## src/rtl/id_ctrl_pipe_pkg.sv

```systemverilog
// Shared decode codes, the EX control bundle and FSM states for the ID control stage.
// Opcode, immediate, memory, ALU and operand-source encodings used across the pipeline.
package id_ctrl_pipe_pkg;

  localparam logic [6:0] OPC_LUI      = 7'b0110111;
  localparam logic [6:0] OPC_AUIPC    = 7'b0010111;
  localparam logic [6:0] OPC_JAL      = 7'b1101111;
  localparam logic [6:0] OPC_JALR     = 7'b1100111;
  localparam logic [6:0] OPC_BRANCH   = 7'b1100011;
  localparam logic [6:0] OPC_LOAD     = 7'b0000011;
  localparam logic [6:0] OPC_STORE    = 7'b0100011;
  localparam logic [6:0] OPC_OP_IMM   = 7'b0010011;
  localparam logic [6:0] OPC_OP       = 7'b0110011;
  localparam logic [6:0] OPC_MISC_MEM = 7'b0001111;
  localparam logic [6:0] OPC_SYSTEM   = 7'b1110011;

  localparam logic [6:0] OPC_FUNCT7_BASE = 7'b0000000;
  localparam logic [6:0] OPC_FUNCT7_ALT  = 7'b0100000;
  localparam logic [6:0] OPC_FUNCT7_M    = 7'b0000001;

  localparam logic [2:0] IMM_NONE = 3'd0;
  localparam logic [2:0] IMM_I    = 3'd1;
  localparam logic [2:0] IMM_S    = 3'd2;
  localparam logic [2:0] IMM_B    = 3'd3;
  localparam logic [2:0] IMM_U    = 3'd4;
  localparam logic [2:0] IMM_J    = 3'd5;

  localparam logic [2:0] MEM_READ_NONE   = 3'd0;
  localparam logic [2:0] MEM_READ_BYTE   = 3'd1;
  localparam logic [2:0] MEM_READ_HALF   = 3'd2;
  localparam logic [2:0] MEM_READ_WORD   = 3'd3;
  localparam logic [2:0] MEM_READ_BYTE_U = 3'd4;
  localparam logic [2:0] MEM_READ_HALF_U = 3'd5;

  localparam logic [1:0] MEM_WRITE_NONE = 2'd0;
  localparam logic [1:0] MEM_WRITE_BYTE = 2'd1;
  localparam logic [1:0] MEM_WRITE_HALF = 2'd2;
  localparam logic [1:0] MEM_WRITE_WORD = 2'd3;

  localparam logic [4:0] ALU_ADD      = 5'h00;
  localparam logic [4:0] ALU_SUB      = 5'h01;
  localparam logic [4:0] ALU_SLL      = 5'h02;
  localparam logic [4:0] ALU_SLT      = 5'h03;
  localparam logic [4:0] ALU_SLTU     = 5'h04;
  localparam logic [4:0] ALU_XOR      = 5'h05;
  localparam logic [4:0] ALU_SRL      = 5'h06;
  localparam logic [4:0] ALU_SRA      = 5'h07;
  localparam logic [4:0] ALU_OR       = 5'h08;
  localparam logic [4:0] ALU_AND      = 5'h09;
  localparam logic [4:0] ALU_LUI      = 5'h0A;
  localparam logic [4:0] ALU_JALR_ADD = 5'h0B;
  localparam logic [4:0] ALU_MUL      = 5'h18;
  localparam logic [4:0] ALU_MULH     = 5'h19;
  localparam logic [4:0] ALU_MULHSU   = 5'h1A;
  localparam logic [4:0] ALU_MULHU    = 5'h1B;
  localparam logic [4:0] ALU_DIV      = 5'h1C;
  localparam logic [4:0] ALU_DIVU     = 5'h1D;
  localparam logic [4:0] ALU_REM      = 5'h1E;
  localparam logic [4:0] ALU_REMU     = 5'h1F;

  localparam logic ALU_A_SRC_RS1 = 1'b0;
  localparam logic ALU_A_SRC_PC  = 1'b1;
  localparam logic ALU_B_SRC_RS2 = 1'b0;
  localparam logic ALU_B_SRC_IMM = 1'b1;

  localparam logic [1:0] WB_SEL_ALU = 2'b00;
  localparam logic [1:0] WB_SEL_MEM = 2'b01;
  localparam logic [1:0] WB_SEL_PC4 = 2'b10;

  typedef struct packed {
    logic [2:0] mem_read;
    logic [1:0] mem_write;
    logic       alu_a_src;
    logic       alu_b_src;
    logic [2:0] imm_type;
    logic [4:0] alu_code;
    logic [5:0] branch_flag;
    logic       wb_en;
    logic [1:0] wb_sel;
    logic       jal_taken;
    logic       illegal;
  } ctrl_t;

  typedef enum logic {
    ST_IDLE    = 1'b0,
    ST_MD_BUSY = 1'b1
  } md_state_e;

  function automatic int max_int(input int a, input int b);
    return (a > b) ? a : b;
  endfunction

  // alt selects SUB/SRA; callers only raise it where funct7/instr[30] mean that.
  function automatic logic [4:0] base_alu(input logic [2:0] funct3, input logic alt);
    logic [4:0] code;
    code = ALU_ADD;
    case (funct3)
      3'b000:  code = alt ? ALU_SUB : ALU_ADD;
      3'b001:  code = ALU_SLL;
      3'b010:  code = ALU_SLT;
      3'b011:  code = ALU_SLTU;
      3'b100:  code = ALU_XOR;
      3'b101:  code = alt ? ALU_SRA : ALU_SRL;
      3'b110:  code = ALU_OR;
      default: code = ALU_AND;
    endcase
    return code;
  endfunction

endpackage

```

## src/rtl/id_ctrl_pipe_decode.sv

```systemverilog
// Purely combinational RV32I/RV32M decoder: instruction word to EX control bundle,
// illegal flag and multiply/divide class. M-extension decode is gated by ENABLE_M.
module id_decode_comb
  import id_ctrl_pipe_pkg::*;
#(
  parameter bit ENABLE_M = 1'b1
) (
  input  logic [31:0] instr_i,
  output ctrl_t       ctrl_o,
  output logic        is_mul_o,
  output logic        is_div_o
);

  logic [6:0] opcode;
  logic [6:0] funct7;
  logic [2:0] funct3;
  logic       bad;
  logic       is_m;
  logic       unused_fields;

  assign opcode = instr_i[6:0];
  assign funct3 = instr_i[14:12];
  assign funct7 = instr_i[31:25];
  assign unused_fields = ^{instr_i[24:15], instr_i[11:7]};

  // NOTE: every output is defaulted before the case so no path leaves a value held,
  // which would otherwise infer a latch.
  always_comb begin
    ctrl_o = '0;
    bad    = 1'b0;
    is_m   = 1'b0;
    case (opcode)
      OPC_LUI: begin
        ctrl_o.alu_b_src = ALU_B_SRC_IMM;
        ctrl_o.imm_type  = IMM_U;
        ctrl_o.alu_code  = ALU_LUI;
        ctrl_o.wb_en     = 1'b1;
      end
      OPC_AUIPC: begin
        ctrl_o.alu_a_src = ALU_A_SRC_PC;
        ctrl_o.alu_b_src = ALU_B_SRC_IMM;
        ctrl_o.imm_type  = IMM_U;
        ctrl_o.alu_code  = ALU_ADD;
        ctrl_o.wb_en     = 1'b1;
      end
      OPC_JAL: begin
        ctrl_o.alu_a_src = ALU_A_SRC_PC;
        ctrl_o.alu_b_src = ALU_B_SRC_IMM;
        ctrl_o.imm_type  = IMM_J;
        ctrl_o.alu_code  = ALU_ADD;
        ctrl_o.wb_en     = 1'b1;
        ctrl_o.wb_sel    = WB_SEL_PC4;
        ctrl_o.jal_taken = 1'b1;
      end
      OPC_JALR: begin
        ctrl_o.alu_b_src = ALU_B_SRC_IMM;
        ctrl_o.imm_type  = IMM_I;
        ctrl_o.alu_code  = ALU_JALR_ADD;
        ctrl_o.wb_en     = 1'b1;
        ctrl_o.wb_sel    = WB_SEL_PC4;
        ctrl_o.jal_taken = 1'b1;
      end
      OPC_BRANCH: begin
        // ALU forms the target pc+imm; the comparison is chosen by branch_flag.
        ctrl_o.alu_a_src = ALU_A_SRC_PC;
        ctrl_o.alu_b_src = ALU_B_SRC_IMM;
        ctrl_o.imm_type  = IMM_B;
        ctrl_o.alu_code  = ALU_ADD;
        case (funct3)
          3'b000:  ctrl_o.branch_flag = 6'b000001;
          3'b001:  ctrl_o.branch_flag = 6'b000010;
          3'b100:  ctrl_o.branch_flag = 6'b000100;
          3'b101:  ctrl_o.branch_flag = 6'b001000;
          3'b110:  ctrl_o.branch_flag = 6'b010000;
          3'b111:  ctrl_o.branch_flag = 6'b100000;
          default: ctrl_o.branch_flag = 6'b000000;
        endcase
      end
      OPC_LOAD: begin
        ctrl_o.alu_b_src = ALU_B_SRC_IMM;
        ctrl_o.imm_type  = IMM_I;
        ctrl_o.alu_code  = ALU_ADD;
        ctrl_o.wb_en     = 1'b1;
        ctrl_o.wb_sel    = WB_SEL_MEM;
        case (funct3)
          3'b000:  ctrl_o.mem_read = MEM_READ_BYTE;
          3'b001:  ctrl_o.mem_read = MEM_READ_HALF;
          3'b010:  ctrl_o.mem_read = MEM_READ_WORD;
          3'b100:  ctrl_o.mem_read = MEM_READ_BYTE_U;
          3'b101:  ctrl_o.mem_read = MEM_READ_HALF_U;
          default: ctrl_o.mem_read = MEM_READ_NONE;
        endcase
      end
      OPC_STORE: begin
        ctrl_o.alu_b_src = ALU_B_SRC_IMM;
        ctrl_o.imm_type  = IMM_S;
        ctrl_o.alu_code  = ALU_ADD;
        case (funct3)
          3'b000:  ctrl_o.mem_write = MEM_WRITE_BYTE;
          3'b001:  ctrl_o.mem_write = MEM_WRITE_HALF;
          3'b010:  ctrl_o.mem_write = MEM_WRITE_WORD;
          default: ctrl_o.mem_write = MEM_WRITE_NONE;
        endcase
      end
      OPC_OP_IMM: begin
        ctrl_o.alu_b_src = ALU_B_SRC_IMM;
        ctrl_o.imm_type  = IMM_I;
        ctrl_o.alu_code  = base_alu(funct3, (funct3 == 3'b101) && instr_i[30]);
        ctrl_o.wb_en     = 1'b1;
      end
      OPC_OP: begin
        ctrl_o.wb_en = 1'b1;
        case (funct7)
          OPC_FUNCT7_BASE: ctrl_o.alu_code = base_alu(funct3, 1'b0);
          OPC_FUNCT7_ALT: begin
            if (funct3 == 3'b000 || funct3 == 3'b101) ctrl_o.alu_code = base_alu(funct3, 1'b1);
            else                                      bad = 1'b1;
          end
          OPC_FUNCT7_M: begin
            if (ENABLE_M) begin
              ctrl_o.alu_code = ALU_MUL | {2'b00, funct3};
              is_m            = 1'b1;
            end else begin
              bad = 1'b1;
            end
          end
          default: bad = 1'b1;
        endcase
      end
      OPC_MISC_MEM, OPC_SYSTEM: ;
      default: bad = 1'b1;
    endcase

    if (bad) begin
      ctrl_o         = '0;
      ctrl_o.illegal = 1'b1;
      is_m           = 1'b0;
    end
  end

  assign is_mul_o = is_m && !funct3[2];
  assign is_div_o = is_m &&  funct3[2];

endmodule

```

## src/rtl/id_ctrl_pipe.sv

```systemverilog
// ID control stage: registers the decoded EX bundle and holds fetch off while a
// multi-cycle multiply/divide occupies EX, using a two-state FSM and latency counter.
module id_ctrl_pipe
  import id_ctrl_pipe_pkg::*;
#(
  parameter bit ENABLE_M    = 1'b1,
  parameter int MUL_LATENCY = 2,
  parameter int DIV_LATENCY = 33
) (
  input  logic        clk,
  input  logic        rst_n,
  input  logic        in_valid,
  input  logic [31:0] instr,
  output logic        in_ready,
  input  logic        flush,
  output logic        ex_valid,
  output logic [2:0]  ex_mem_read,
  output logic [1:0]  ex_mem_write,
  output logic        ex_alu_a_src,
  output logic        ex_alu_b_src,
  output logic [2:0]  ex_imm_type,
  output logic [4:0]  ex_alu_code,
  output logic [5:0]  ex_branch_flag,
  output logic        ex_wb_en,
  output logic [1:0]  ex_wb_sel,
  output logic        ex_jal_taken,
  output logic        ex_md_busy,
  output logic        ex_illegal
);

  localparam int MAX_LAT = max_int(MUL_LATENCY, DIV_LATENCY);
  localparam int CNT_W   = (MAX_LAT > 1) ? $clog2(MAX_LAT) : 1;
  localparam logic [CNT_W-1:0] MUL_LOAD = CNT_W'(MUL_LATENCY - 1);
  localparam logic [CNT_W-1:0] DIV_LOAD = CNT_W'(DIV_LATENCY - 1);
  localparam logic [CNT_W-1:0] CNT_ONE  = CNT_W'(1);

  ctrl_t      dec_ctrl;
  logic       dec_is_mul;
  logic       dec_is_div;

  md_state_e  state_q, state_d;
  logic [CNT_W-1:0] cnt_q, cnt_d;
  ctrl_t      ctrl_q, ctrl_d;
  logic       valid_q, valid_d;
  logic       md_busy_q, md_busy_d;
  logic       accept;

  id_decode_comb #(
    .ENABLE_M (ENABLE_M)
  ) u_decode (
    .instr_i  (instr),
    .ctrl_o   (dec_ctrl),
    .is_mul_o (dec_is_mul),
    .is_div_o (dec_is_div)
  );

  // Ready is a pure function of state so fetch never sees a comb path from instr.
  assign in_ready = (state_q == ST_IDLE);
  assign accept   = in_valid && in_ready && !flush;

  always_comb begin
    state_d   = state_q;
    cnt_d     = cnt_q;
    ctrl_d    = '0;
    valid_d   = 1'b0;
    md_busy_d = 1'b0;
    if (flush) begin
      state_d = ST_IDLE;
      cnt_d   = '0;
    end else if (accept) begin
      ctrl_d    = dec_ctrl;
      valid_d   = 1'b1;
      md_busy_d = dec_is_mul || dec_is_div;
      if (dec_is_mul && (MUL_LATENCY > 1)) begin
        state_d = ST_MD_BUSY;
        cnt_d   = MUL_LOAD;
      end else if (dec_is_div && (DIV_LATENCY > 1)) begin
        state_d = ST_MD_BUSY;
        cnt_d   = DIV_LOAD;
      end
    end else if (state_q == ST_MD_BUSY) begin
      // Counter is at least 1 here, so the decrement cannot wrap.
      cnt_d = cnt_q - CNT_ONE;
      if (cnt_q == CNT_ONE) state_d   = ST_IDLE;
      else                  md_busy_d = 1'b1;
    end
  end

  // NOTE: sequential state uses non-blocking assignments so every register samples
  // the pre-edge values regardless of statement order.
  always_ff @(posedge clk or negedge rst_n) begin
    if (!rst_n) begin
      state_q   <= ST_IDLE;
      cnt_q     <= '0;
      ctrl_q    <= '0;
      valid_q   <= 1'b0;
      md_busy_q <= 1'b0;
    end else begin
      state_q   <= state_d;
      cnt_q     <= cnt_d;
      ctrl_q    <= ctrl_d;
      valid_q   <= valid_d;
      md_busy_q <= md_busy_d;
    end
  end

  assign ex_valid       = valid_q;
  assign ex_mem_read    = ctrl_q.mem_read;
  assign ex_mem_write   = ctrl_q.mem_write;
  assign ex_alu_a_src   = ctrl_q.alu_a_src;
  assign ex_alu_b_src   = ctrl_q.alu_b_src;
  assign ex_imm_type    = ctrl_q.imm_type;
  assign ex_alu_code    = ctrl_q.alu_code;
  assign ex_branch_flag = ctrl_q.branch_flag;
  assign ex_wb_en       = ctrl_q.wb_en;
  assign ex_wb_sel      = ctrl_q.wb_sel;
  assign ex_jal_taken   = ctrl_q.jal_taken;
  assign ex_md_busy     = md_busy_q;
  assign ex_illegal     = ctrl_q.illegal;

endmodule

```

## config.mk

```make
export PLATFORM = sky130hd
export DESIGN_NAME = id_ctrl_pipe
export DESIGN_NICKNAME = d
export VERILOG_FILES = /design/src/rtl/id_ctrl_pipe_pkg.sv /design/src/rtl/id_ctrl_pipe_decode.sv /design/src/rtl/id_ctrl_pipe.sv
export SDC_FILE = /design/constraint.sdc
export NUM_CORES = 1
export LEC_CHECK = 0
export BUFFER_PORTS_ARGS = -buffer_cell sky130_fd_sc_hd__buf_2
export CORE_ASPECT_RATIO = 0.8
export CORE_MARGIN = 2
export CORE_UTILIZATION = 45
export CTS_BUF_LIST = sky130_fd_sc_hd__clkbuf_4 sky130_fd_sc_hd__clkbuf_8 sky130_fd_sc_hd__clkbuf_16
export CTS_CLUSTER_SIZE = 30
export DETAILED_ROUTE_END_ITERATION = 10
export PLACE_DENSITY_LB_ADDON = 0.15
export SETUP_SLACK_MARGIN = 0.02
export SLEW_MARGIN = 20
export SYNTH_ARGS = -nofsm -noshare
export SYNTH_HDL_FRONTEND = slang
export SYNTH_SLANG_ARGS = --single-unit
```

## constraint.sdc

```tcl
create_clock -name clk -period 4.8 [get_ports clk]
set_input_delay 1.2 -clock clk [delete_from_list [all_inputs] [get_ports clk]]
set_output_delay 1.2 -clock clk [all_outputs]
set_load 0.01 [all_outputs]
```

==> results.toml, run 1 <==
[synth]
avgSynthCellArea_um2 = 9.575
async_reset_ff_share_pct = 100.0
synth-seq-area-share_pct = 46.77
synth_top_area_share_pct = 46.77
syn_area_um2 = 1819
ys.flop_type = "dfrtp_1"
synth_common_cells = "34 x dfrtp_1, 20 x nor2_1, 19 x nand2_1"
synth_nets = 228
netlist.top_cell.by_area = "dfrtp_1"
synth_area_leaders = "dfrtp_1 47%, nor2_1 4.1%, nand2_1 3.9%"
yosysMostFrequentCell = "dfrtp_1"
synthCells = 190
synth-seq-cells = 34
yosys.cell_types.count = 48
synth-edff-count = 0
yosys_warnings = 0

[critical_path]
reg2regPathDepth = 3
cp_max_fo = 21
worstSetupPathType = "in -> reg"
required_ps = 4950
end_kind = "flop"
start_kind = "input pin"
critPathArrivalTime_ps = 2980

[clock_tree]
worstSkewPairLatency_ps = 280
numCtsBuffers = 5
cts_setup_buffers = 0
cts_root_buffer = "clkbuf_8"
cts_tree = "built"
cts_max_level = 2
hold_buffers = 0
clk_pin_slew_ps = 60
ctsResizeCount = 0
cts_buffer_depth = 2
numClockSinks = 34

[floorplan]
std_cell_rows = 20
die_w_um = 75.09
core-area_um2 = 3829
die_y_um = 60.87
initial_core_util_pct = 47.52
die_area_um2 = 4570
io_pins = 65

[placed_design]
hpwlAfterDp_um = 2772
port-buffer-count = 49
place_inst = 283
gp_congestion = 0.8172

[timing]
skew_ps = 3.925
fin_setup_tns_ps = 0
tightest_slew_ps = 773.9
fmax_ghz = 0.3523
finalSetupViolations = 0
fin_crit_ps = 2839
rsz0062_at_grt = "no"
min_period_over_period_pct = 59.14
slew-limit-headroom_pct = 47.93
slew_violations = 0
hold_violations = 0

[routing]
wl_per_cell_um = 12.87
final_antenna_net_count = 0
dr.pass1.iters = 4
viasPerCell = 5.252
drt-initial-drc-count = 82
vias = 1523
routed_wl_um = 3731
drc = 0

[grt]
antenna_found_initial = 0
top_usage_layer = "met1"
grt_max_degree = 35
use_met1_pct = 26.72
overflow = 0
grt_use_met2_pct = 24.44
grt_pass1_vias = 1277
track_usage_pct = 17.89
met3_usage_pct = 4.485
grt_pass1_wl_um = 5975

[final_layout]
diodes = 0
instances_no_fill = 290
fillCellCount = 380
fin_util_pct = 56.96
nets = 273
layout-drive-gt1-share_pct = 30.21
area_delta_synth_final_pct = 19.88

[min_path]
worstHoldPathType = "reg -> reg"
hold_depth = 2

[flow_run]
maxCapViolations = 0

[power_and_ir_drop]
powerDensity_nw_per_um2 = 291.3
peakVddDrop_v = 0.0001521
p_leak_nw = 1.039

[run_status]
status = "completed"
cell usage in the layout (no fill, tap or decap), types with 2 or more instances in the layout:
cell and n:
nor4_4 2, or4_1 3, o31ai_1 3, nor4_2 5, ha_1 2, nor3_1 9, a22o_1 2, or2_2 4
o211ai_1 2, nand2_1 19, inv_1 9, and2_1 2, xnor2_1 2, nor2b_1 4, o21ba_2 2, a21oi_1 9
nand3_1 7, buf_2 49, nor2_1 20, or3_1 4, dfrtp_1 34, a31oi_1 3, o21ai_0 6, nand2b_1 5
clkbuf_8 6
critical path, stage by stage:
cell	delay (ps)
buf_2	160
or3b_1	520
or4_4	740
a2111oi_0	360
path summary, 6_finish.rpt:
path | startpoint | to | slack, ps
hold reg to reg | cnt_q[3] | cnt_q[3] | 530
hold / removal | cnt_q[3] | cnt_q[3] | 530
setup reg to reg | state_q | ex_alu_a_src | 2660
setup / recovery | flush | ex_alu_a_src | 1960
max in group asynchronous | rst_n | ex_valid | 3370
min in group asynchronous | rst_n | ex_alu_a_src | 960
through the flow:
stage,setup slack [ps],power [mW],hold slack [ps],instance area [um^2]
final,1961,0.6352,529.2,2181
after detailed placement,1627,0.3792,512.5,2068
after CTS,1926,0.6419,527.5,2181
after global routing,1821,0.6645,553.2,2181
after floorplan,1948,0.3535,482.1,1819
after global placement,1704,0.3790,507.8,2068
cells by family (layout without fill, tap and decap cells):
kind of cell	count (synthesis)	after routing	share of synthesized area [%]
AOI/OAI and AO/OA	40	40	15.27
xor gates and xnor gates	3	3	1.445
adders and majority gates	2	2	1.375
buffers and inverters	20	65	5.433
DFF	34	34	46.77
and+or+nand+nor	91	91	29.71
layer usage:
| metal | vias up | share of wire [%] |
|---|---|---|
| met5 | - | 0 |
| met4 | 0 | 1.5 |
| met3 | 7 | 4.3 |
| met2 | 43 | 40 |
| met1 | 707 | 55 |
| li1 | 766 | - |
report_power, final:
part | switching [mW] | total, mW | internal, mW
Sequential | 0.00502 | 0.298 | 0.293
Clock | 0.0952 | 0.261 | 0.166
Combinational | 0.0482 | 0.0764 | 0.0282
Total | 0.148 | 0.635 | 0.487
flip-flops by register name, indices dropped and copies added, names as in the netlist:
name and count:
ex_imm_type 3, ex_illegal 1, state_q 1, ex_alu_b_src 1
ex_alu_a_src 1, ex_mem_read 3, ex_md_busy 1, ex_jal_taken 1
ex_alu_code 5, ex_wb_en 1, ex_branch_flag 6, cnt_q 6
ex_wb_sel 1, ex_valid 1, ex_mem_write 2
cell type report:
cell class                      count  area, um^2  area share, %
Clock buffer                        6       82.58          3.787
Clock inverter                      1       30.03          1.377
Inverter                            9       33.78          1.549
Multi-Input combinational cell    136       869.6          39.87
Sequential cell                    34       850.8          39.01
Tap cell                           55       68.82          3.155
Timing Repair Buffer               49       245.2          11.24
Power figures use the tool's default switching activity.
==> run 2: changes to the inputs <==
CORE_UTILIZATION = 44   (was 45)
clock period = 2.5 ns   (was 4.8 ns; I/O delays follow)
==> run 2 against run 1 <==
Net effect: wire length increased by 6.3%; non-clock buffer count increased by 12; combinational power increased by 110%; cell count increased by 4.5%; final area increased by 5.9%; global-route usage increased by 1.0 points; worst hold slack got worse by 120 ps; critical path depth increased by 2; sequential power increased by 92%; flip-flop and latch count unchanged; critical path type unchanged; largest cell class unchanged.
==> results.toml, run 2 (synthesized netlist as in run 1, its figures left out) <==
[final_layout]
instances_no_fill = 303
nets = 285
layout-drive-gt1-share_pct = 33.87
mostFrequentLayoutCells = "49 x buf_2, 34 x dfrtp_1, 20 x nor2_1"
diodes = 0
area_delta_synth_final_pct = 26.89
final_area_um2 = 2308
final_common_cell = "buf_2"

[clock_tree]
cts_buffer_depth = 2
clk_pin_slew_ps = 70
hold_buffers = 0
ctsResizeCount = 0
cts_setup_buffers = 0
cts_tree = "built"
numClockSinks = 34
worstSkewPairLatency_ps = 280
cts_max_level = 2
numCtsBuffers = 5
cts_root_buffer = "clkbuf_8"

[critical_path]
critPathArrivalTime_ps = 2270
worst-path-buf-inv = 1
end_kind = "flop"
crit_chain = "buf_2 > nand2b_1 > a21boi_0 > o32a_1 > or4_4 > a2111oi_0"
cp_max_fo = 10
required_ps = 2620
critPathMaxStageDelay_ps = 540
critical-path-slowest-cell = "or4_4"
r2r-start = "state_q"
start_kind = "input pin"
worstSetupPathType = "in -> reg"
critPathLaunch = "instr[6]"
critPathTopFamily = "compound AO/OA/AOI/OAI gates"

[routing]
wl_per_cell_um = 13.09
routed_wl_um = 3966
met2_length_um = 1733
final_antenna_net_count = 0
top_layer = "met4"
m1WireLength_um = 2034
drc = 0
drt-initial-drc-count = 88
dr.pass1.iters = 4
vias = 1542
viasPerCell = 5.089
wl_met3_um = 154

[timing]
rsz0062_at_grt = "no"
finalSetupViolations = 0
fmax_ghz = 0.4655
skew_ps = 3.792
slew-limit-headroom_pct = 50.75
fin_setup_tns_ps = 0
min_period_over_period_pct = 85.93
hold_violations = 0
slew_violations = 0
fin_crit_ps = 2148
tightest_slew_ps = 738.8

[floorplan]
die_w_um = 75.89
io_pins = 65
die_area_um2 = 4668
std_cell_rows = 20
core-area_um2 = 3879
initial_core_util_pct = 46.90
die_y_um = 61.51

[placed_design]
hpwlAfterDp_um = 3055
place_area_um2 = 2171
port-buffer-count = 49
place_inst = 295
gp_congestion = 0.8330

[power_and_ir_drop]
power.switching_mw = 0.3047
peakVddDrop_v = 0.0004086
powerDensity_nw_per_um2 = 576.3
p_leak_nw = 1.114
internal_power_mw = 1.026
comb_power_share_pct = 12.1
switching_share_pct = 22.90
p_total_mw = 1.330
p_clk_share_pct = 44.9
seqPwrFrac_pct = 43.0

[grt]
track_usage_pct = 18.90
antenna_found_initial = 0
grt_max_degree = 35
grt_pass1_wl_um = 6486
overflow = 0
grt_pass1_vias = 1369

[run_status]
status = "completed"

[min_path]
worstHoldPathType = "in -> async"

[flow_run]
maxCapViolations = 0
## run 2: cell type report
| class | count | area, um^2 |
|---|---|---|
| Clock buffer | 5 | 68.82 |
| Clock inverter | 3 | 68.82 |
| Fill cell | 363 | 1570 |
| Inverter | 9 | 33.78 |
| Multi-Input combinational cell | 136 | 869.6 |
| Sequential cell | 34 | 850.8 |
| Tap cell | 55 | 68.82 |
| Timing Repair Buffer | 61 | 347.8 |
## run 2: final timing paths
check	end	cells past startpoint	slack, ps
worst max-delay path	ex_alu_a_src	6	350
min in group clk	cnt_q[5]	1	530
worst min register to register	cnt_q[5]	1	530
worst max register to register	ex_alu_a_src	3	580
max in group asynchronous	ex_alu_code[0]	1	1630
worst min-delay path	cnt_q[1]	1	400
## run 2: metrics by stage
stage / utilization [%] / hold slack (ps) / setup slack [ps]
2_1_floorplan: - / 329.4 / 222.7
6_report: 59.52 / 404.6 / 351.8
3_3_place_gp: 55.97 / 505.3 / 78.31
4_1_cts: 59.52 / 420.6 / 338.9
3_5_place_dp: 55.97 / 515.2 / 46.18
5_1_grt: 59.52 / 457.9 / 201.9
## run 2: per-layer routing
layer,vias up,GRT usage [%]
li1,792,-
met1,710,27.70
met2,36,27.71
met3,4,4.419
met4,0,6.015
met5,-,0
## run 2: power by group through the flow
stage | sequential [mW] | combinational [mW] | clock (mW)
after global routing | 0.573 | 0.183 | 0.637
after CTS | 0.571 | 0.162 | 0.610
after global placement | 0.581 | 0.159 | 0
after floorplan | 0.581 | 0.0981 | 0
final | 0.572 | 0.161 | 0.597
after detailed placement | 0.582 | 0.161 | 0
## run 2: worst register-to-register path: cells and delay by family (launching register included)
kind,cells,cell delay [ps]
AO/OA/AOI/OAI,1,400
AND/OR/NAND/NOR,2,980
flip-flops,1,380
